==> config.mk <==
export PLATFORM = sky130hd
export DESIGN_NAME = mem_stage
export DESIGN_NICKNAME = d
export VERILOG_FILES = /design/src/rtl/mem_stage.sv
export SDC_FILE = /design/constraint.sdc
export NUM_CORES = 1
export LEC_CHECK = 0
export ABC_AREA = 1
export BUFFER_PORTS_ARGS = -buffer_cell sky130_fd_sc_hd__buf_4
export CORE_AREA = 2 2 139 141
export DETAILED_ROUTE_END_ITERATION = 16
export DIE_AREA = 0 0 141 143
export GPL_TIMING_DRIVEN = 0
export PLACE_DENSITY = 0.71
export SYNTH_ARGS = -nofsm -noshare
export SYNTH_HDL_FRONTEND = slang
export SYNTH_SLANG_ARGS = --single-unit
==> constraint.sdc <==
create_clock -name clk -period 2.5 [get_ports clk]
set_clock_uncertainty 0.1 [all_clocks]
set_input_delay 0.375 -clock clk [delete_from_list [all_inputs] [get_ports clk]]
set_output_delay 0.375 -clock clk [all_outputs]
set_load 0.03 [all_outputs]
==> src/rtl/mem_stage.sv <==
// Memory-access pipeline stage: data-memory handshake, load alignment,
// MEM/WB register and fault reporting (misaligned, illegal, timeout).
// Ports: EX/MEM fields in_*; data-memory port mem_*; stall to upstream;
// registered MEM/WB fields wb_*; registered fault pulse with cause/addr.
module mem_stage #(
  parameter int TIMEOUT = 64
) (
  input  logic        clk,
  input  logic        reset,
  input  logic        in_valid,
  input  logic [1:0]  in_ResultSrc,
  input  logic        in_MemWrite,
  input  logic        in_RegWrite,
  input  logic [2:0]  in_funct3,
  input  logic [4:0]  in_rd,
  input  logic [31:0] in_alu_result,
  input  logic [31:0] in_store_data,
  input  logic [31:0] in_pc_cur,
  output logic        stall,
  output logic        mem_req,
  output logic        mem_we,
  output logic [31:0] mem_addr,
  output logic [31:0] mem_wdata,
  output logic [3:0]  mem_wstrb,
  input  logic        mem_ready,
  input  logic [31:0] mem_rdata,
  output logic        wb_valid,
  output logic        wb_RegWrite,
  output logic [1:0]  wb_ResultSrc,
  output logic [4:0]  wb_rd,
  output logic [31:0] wb_alu_result,
  output logic [31:0] wb_read_data,
  output logic [31:0] wb_pc_cur,
  output logic        fault,
  output logic [1:0]  fault_cause,
  output logic [31:0] fault_addr
);

  localparam int CW = $clog2(TIMEOUT + 1);
  localparam logic [CW-1:0] TMAX = CW'(TIMEOUT);

  typedef enum logic {IDLE, WAIT} state_t;

  state_t        state_q, state_d;
  logic [CW-1:0] cnt_q, cnt_d;

  logic        is_store, is_load, memop;
  logic        illegal, misal, bad, go, abort;
  logic [1:0]  a;
  logic [31:0] sh, ld_data;

  assign a        = in_alu_result[1:0];
  assign is_store = in_MemWrite;
  assign is_load  = ~in_MemWrite & (in_ResultSrc == 2'b01);
  assign memop    = in_valid & (is_store | is_load);

  always_comb begin
    illegal = 1'b1;
    unique case (in_funct3)
      3'b000, 3'b001, 3'b010: illegal = 1'b0;
      3'b100, 3'b101:         illegal = is_store;
      default:                illegal = 1'b1;
    endcase
  end

  assign misal = (in_funct3[1:0] == 2'b01 & a[0])
               | (in_funct3[1:0] == 2'b10 & a != 2'b00);

  assign bad   = memop & (illegal | misal);
  assign go    = memop & ~bad;
  assign abort = (state_q == WAIT) & go & ~mem_ready & (cnt_q == TMAX);

  // Request is gated by reset so an in-flight access drops at once.
  assign mem_req  = go & reset;
  assign stall    = mem_req & ~mem_ready & ~abort;
  assign mem_we   = go & is_store;
  assign mem_addr = {in_alu_result[31:2], 2'b00};

  always_comb begin
    mem_wstrb = 4'b0000;
    mem_wdata = in_store_data;
    if (go && is_store) begin
      unique case (1'b1)
        in_funct3 == 3'b000: begin
          mem_wstrb = 4'b0001 << a;
          mem_wdata = {4{in_store_data[7:0]}};
        end
        in_funct3 == 3'b001: begin
          mem_wstrb = a[1] ? 4'b1100 : 4'b0011;
          mem_wdata = {2{in_store_data[15:0]}};
        end
        default: mem_wstrb = 4'b1111;
      endcase
    end
  end

  assign sh = mem_rdata >> {a, 3'b000};

  always_comb begin
    ld_data = 32'h0;
    if (is_load) begin
      unique case (in_funct3)
        3'b000:  ld_data = {{24{sh[7]}}, sh[7:0]};
        3'b001:  ld_data = {{16{sh[15]}}, sh[15:0]};
        3'b010:  ld_data = sh;
        3'b100:  ld_data = {24'h0, sh[7:0]};
        3'b101:  ld_data = {16'h0, sh[15:0]};
        default: ld_data = 32'h0;
      endcase
    end
  end

  always_comb begin
    state_d = state_q;
    cnt_d   = cnt_q;
    unique case (state_q)
      IDLE: begin
        if (go && !mem_ready) begin
          state_d = WAIT;
          cnt_d   = CW'(1);
        end
      end
      WAIT: begin
        if (!go || mem_ready || abort) begin
          state_d = IDLE;
          cnt_d   = '0;
        end else begin
          cnt_d = cnt_q + CW'(1);
        end
      end
      default: begin
        state_d = IDLE;
        cnt_d   = '0;
      end
    endcase
  end

  always_ff @(posedge clk or negedge reset) begin
    if (!reset) begin
      state_q <= IDLE;
      cnt_q   <= '0;
    end else begin
      state_q <= state_d;
      cnt_q   <= cnt_d;
    end
  end

  always_ff @(posedge clk or negedge reset) begin
    if (!reset) begin
      wb_valid      <= 1'b0;
      wb_RegWrite   <= 1'b0;
      wb_ResultSrc  <= 2'b00;
      wb_rd         <= 5'd0;
      wb_alu_result <= 32'h0;
      wb_read_data  <= 32'h0;
      wb_pc_cur     <= 32'h0;
      fault         <= 1'b0;
      fault_cause   <= 2'b00;
      fault_addr    <= 32'h0;
    end else if (stall || !in_valid) begin
      wb_valid    <= 1'b0;
      wb_RegWrite <= 1'b0;
      fault       <= 1'b0;
    end else if (bad || abort) begin
      wb_valid    <= 1'b0;
      wb_RegWrite <= 1'b0;
      fault       <= 1'b1;
      fault_addr  <= in_alu_result;
      fault_cause <= abort   ? 2'b11 :
                     illegal ? 2'b10 : 2'b01;
    end else begin
      wb_valid      <= 1'b1;
      wb_RegWrite   <= in_RegWrite;
      wb_ResultSrc  <= in_ResultSrc;
      wb_rd         <= in_rd;
      wb_alu_result <= in_alu_result;
      wb_read_data  <= ld_data;
      wb_pc_cur     <= in_pc_cur;
      fault         <= 1'b0;
    end
  end

endmodule

Word-level counts from Yosys, hierarchy flattened
Cells that the tools add are included.

word-level totals
  register bits = 148
  input bits = 144
  output and inout bits = 211
  logic and storage cells = 84

operators by class
  add/sub/neg operators = 1
  eq/ne operators = 9
  shift-type cells = 2
  multiplexer cells = 22
  bitwise operators = 23
  reduce and logical (&&, ||, !) cells = 15

operator list
  cell                   count
  $pmux W32 S5           1
  $mux W32               2
  $pmux W32 S2           1
  $shr A32 B5 Y32        1
  $mux W7                2
  $pmux W7 S2            1
  $and A1 B1 Y1          13
  $mux W1                8
  $mux W4                2
  $pmux W4 S2            1
  $add A7 B1 Y7 const B  1
  $eq A7 B7 Y1 const B   1
  $not A1 Y1             7
  $eq A3 B3 Y1 const B   2
  $eq A2 B1 Y1 const B   2
  $logic_or A1 B1 Y1     4
  $mux W2                2
  $pmux W1 S2            2
  $reduce_and A2 Y1      2
  $shl A1 B2 Y4 const A  1
  $eq A3 B1 Y1 const B   1
  $eq A3 B2 Y1 const B   1
  $logic_not A1 Y1       3
  $logic_not A3 Y1       1
  7 further kinds        10

Logic depth before layout (Yosys ltp)
  depth after elaboration = 15
  gate-level depth with buffers = 14
  depth with buffers taken out = 12

Worst setup path before layout
OpenSTA, ideal clock, no wires.

  kind = input to output
  start point = input in_alu_result[0]
  end point = output mem_wdata[24]
  arrival time = 2057 ps
  required time = 2025 ps
  setup slack = -32 ps
  stages on the path = 10
  cells stage by stage = buf_2 -> inv_2 -> nand2_1 -> nand2_1 -> nand2_1 -> nor2_4 -> nand2_1 -> buf_2 -> clkbuf_1 -> o21ai_0

between the ends
  cells in the longest elaborated chain, start to end = 9

ends and longest elaborated chain
  what                   RTL line  text
  from (decl)            16        input logic [31:0] in_alu_result,
  $reduce_bool A2 Y1     67        | (in_funct3[1:0] == 2'b10 & a != 2'b00);
  $and A1 B1 Y1          67
  $or A1 B1 Y1 *         67
  $or A1 B1 Y1 *         69        assign bad = memop & (illegal | misal);
  $and A1 B1 Y1 *        69
  $not A1 Y1 *           70        assign go = memop & ~bad;
  $and A1 B1 Y1 *        70
  $logic_and A1 B1 Y1 *  82        if (go && is_store) begin
  $mux W32 *             82
  to (decl)              23        output logic [31:0] mem_wdata,

Mark *: on every way between the ends. The rest lies on a longest branch, timed or not.

Worst setup path in the final report
  start point = input in_funct3[0]
  end point = output mem_wdata[30]

between the ends
  cells in the longest elaborated chain, start to end = 9

ends and longest elaborated chain
  what                                                RTL line  text
  from (decl)                                         14        input logic [2:0] in_funct3,
  $eq A3 B1 Y1, or another cell as far along          59, 88
  $reduce_or A3 Y1, or another cell as far along      59        unique case (in_funct3)
  $pmux W1 S2 / $or A1 B1 Y1 (equally long branches)  59, 67
  $or A1 B1 Y1                                        69
  $and A1 B1 Y1                                       69
  $not A1 Y1                                          70
  $and A1 B1 Y1                                       70
  $logic_and A1 B1 Y1                                 82
  $mux W32 *                                          82

Marked as above.

==> flow_metrics.env <==
export IMPL_critPathKind="in -> out"
export IMPL_routabilityCongestion=0.9715
export IMPL_drt_iter0_drc=546
export IMPL_place_ws_ps=-96.92
export IMPL_die_h_microns=143
export IMPL_port_buffers=350
export IMPL_first_global_vias=8019
export IMPL_setup_viol=0
export IMPL_status="finished, final reports clean"
export IMPL_clk_latency_ps=420
export IMPL_grt_total_usage=0.2774
export IMPL_p_total_mw=7.710
export IMPL_fin_nets=1578
export IMPL_synth_cell_types=30
export IMPL_hold_viol=0
export IMPL_grt_busiest_layer="met2"
export IMPL_mostFrequentLayoutCells="nand2_1 (445), buf_4 (401), dfrtp_1 (148)"
export IMPL_worst_slack_ps=104.6
export IMPL_drtPass1Iterations=5
export IMPL_fill_cells=1721
export IMPL_antenna_found_initial=1
export IMPL_hold_class="in -> reg"
export IMPL_syn_inst=1053
export IMPL_drtAntennaViolNets=0
export IMPL_leakagePower_nw=6.489
export IMPL_utilization=0.6228
export IMPL_place_inst=1639
export IMPL_dr_total_vias=8635
export IMPL_slew_headroom=0.4930
export IMPL_cts_tree="done"
export IMPL_cp_start_kind="primary input"
export IMPL_worstPathMaxFanout=10
export IMPL_cts_buffers=17
export IMPL_die_x_microns=141
export IMPL_drt_wl_total_mm=28.56
export IMPL_grt_max_degree=95
export IMPL_yosysWarnings=0
export IMPL_grt_pass1_wl_mm=43.21
export IMPL_cap_violations=0
export IMPL_ys_ff_latch=148
export IMPL_final_common_cell="nand2_1"
export IMPL_dieArea_sq_mm=0.02016
export IMPL_met3_usage=0.05600
export IMPL_worst_pin_slew_ps=754.7
export IMPL_rows=50
export IMPL_htree_levels=4
export IMPL_max_freq_mhz=417.5
export IMPL_cp_required_ps=2030
export IMPL_grtUsageMet2=0.4909
export IMPL_syn_area_sq_mm=0.007883
export IMPL_clockRootBuffer="clkbuf_16"
export IMPL_core_sq_mm=0.01858
export IMPL_avgSynthCellArea_sq_um=7.486
export IMPL_use_met1=0.3364
export IMPL_clk_path_buf_depth=2
export IMPL_initial_utilization=0.4242
export IMPL_fin_cells=1680
export IMPL_fin_crit_sh=0.9582
export IMPL_ys_seq_area_frac=0.4698
export IMPL_final_layout_size_suffix_gt1_frac=0.3391
export IMPL_arrival_ps=1920
export IMPL_drc=0
export IMPL_io_pins=355
export IMPL_end_kind="primary output"
export IMPL_dpl_hpwl_mm=22.02
export IMPL_cts_sinks=148
export IMPL_final_max_slew_viol_count=0
export IMPL_clk_pin_slew_ps=70
export IMPL_min_period_ps=2395
export IMPL_area_growth_pct=46.81
export IMPL_routedWlPerCell_microns=17.00
export IMPL_vias_per_cell=5.140
export IMPL_grt_setup_unrepaired="no"
export IMPL_p_per_area_mw_per_mm2=666.2
export IMPL_grt_overflow=0
export IMPL_peakVddDrop_v=0.0004711
## worst paths after layout
| check | from | to | slack (ps) | cells past startpoint |
|---|---|---|---|---|
| hold / removal | in_RegWrite | wb_RegWrite$_DFF_PN0_ | 60 | 3 |
| max in group asynchronous | reset | wb_read_data[20]$_DFFE_PN0P_ | 1380 | 3 |
| hold reg to reg | wb_read_data[8]$_DFFE_PN0P_ | wb_read_data[8]$_DFFE_PN0P_ | 370 | 2 |
| min in group asynchronous | reset | wb_valid$_DFF_PN0_ | 470 | 3 |
| setup / recovery | in_funct3[0] | mem_wdata[30] | 100 | 12 |
| setup reg to reg | cnt_q[0]$_DFFE_PN0P_ | wb_pc_cur[11]$_DFFE_PN0P_ | 220 | 14 |
## critical path: stages
cell and delay, ps:
buf_4 140, nor2_2 110, nor2_1 70, nor2_2 140, nand2_2 90, nor2_4 110
nand2_2 80, buf_4 170, clkbuf_4 180, o21ai_0 150, o21ai_0 110, buf_4 180
## layer usage
layer / share of wire / routed length, microns
met5: 0 / 0
met3: 0.071 / 2020
met4: 0.028 / 813
met2: 0.50 / 14410
met1: 0.40 / 11320
## synthesized netlist by cell type
| cell | n | area (sq um) |
|---|---|---|
| conb_1 | 1 | 3.750 |
| clkinv_1 | 1 | 3.750 |
| ha_1 | 2 | 25.02 |
| nor2_2 | 1 | 6.260 |
| and3_1 | 1 | 6.260 |
| nand3_2 | 1 | 10.01 |
| nand3_1 | 36 | 180.2 |
| buf_4 | 42 | 315.3 |
| nand2_2 | 1 | 6.260 |
| nand2_1 | 447 | 1678 |
| and2_1 | 7 | 43.79 |
| o211ai_1 | 2 | 15.01 |
| buf_6 | 4 | 45.04 |
| nor3_1 | 2 | 10.01 |
| nand4_2 | 1 | 12.51 |
| buf_1 | 11 | 41.29 |
| buf_8 | 1 | 15.01 |
| a21oi_1 | 22 | 110.1 |
| inv_1 | 58 | 217.7 |
| nand4_1 | 112 | 700.7 |
| buf_2 | 32 | 160.2 |
| o22ai_1 | 11 | 68.82 |
| xnor2_1 | 1 | 8.760 |
| o21ai_0 | 54 | 270.3 |
| inv_2 | 4 | 15.01 |
| clkbuf_1 | 26 | 97.59 |
| nor2_4 | 1 | 11.26 |
| nor2_1 | 20 | 75.07 |
| dfrtp_1 | 148 | 3704 |
| xor2_1 | 3 | 26.28 |
## kinds of logic after synthesis
logic type,share of synthesized area
AOI/OAI and AO/OA,0.05889
xor gates and xnor gates,0.004445
adders and majority gates,0.003174
buffers and inverters,0.1156
DFF,0.4698
other,0.0004757
and+or+nand+nor,0.3476
## metrics by stage
stage               cell area (sq um)  hold slack, ps  setup TNS [ps]
global placement                10810           355.4          -88950
global route                    11570           67.86               0
detailed placement              10840           285.0          -804.2
finish                          11570           59.12               0
floorplan                        7886          -20.59          -226.1
CTS                             11500           54.88               0
## what timing repair did
item | in CTS | in global routing
buffers inserted | 2 | 6
endpoints found under the hold margin | 54 | 0
setup endpoints to repair | 23 | 53
resized for setup | 11 | 20
pin swaps | 1 | 4
hold buffers | 2 | 0
## registers in the layout, summed over array words and instances, names as in the netlist, 2 cells and up
name / flops
cnt_q: 7
fault_addr: 32
wb_pc_cur: 32
wb_rd: 5
fault_cause: 2
wb_alu_result: 32
wb_ResultSrc: 2
wb_read_data: 32
## power breakdown
| part | switching (mW) | internal (mW) | total [mW] |
|---|---|---|---|
| Clock | 1.06 | 1.44 | 2.50 |
| Sequential | 0.166 | 2.68 | 2.85 |
| Combinational | 1.50 | 0.867 | 2.36 |
## cell type report
| type | instances | area, sq um | area share |
|---|---|---|---|
| buffer | 114 | 694.4 | 0.06001 |
| inverter | 63 | 236.5 | 0.02043 |
| clock inverter | 12 | 120.1 | 0.01038 |
| tap | 234 | 292.8 | 0.02530 |
| sequential | 148 | 3704 | 0.3200 |
| clock buffer | 20 | 456.7 | 0.03946 |
| antenna | 1 | 2.502 | 0.0002162 |
| timing repair buffer | 361 | 2756 | 0.2382 |
| multi-input combinational | 727 | 3309 | 0.2860 |
(Power assumes the default switching activity.)
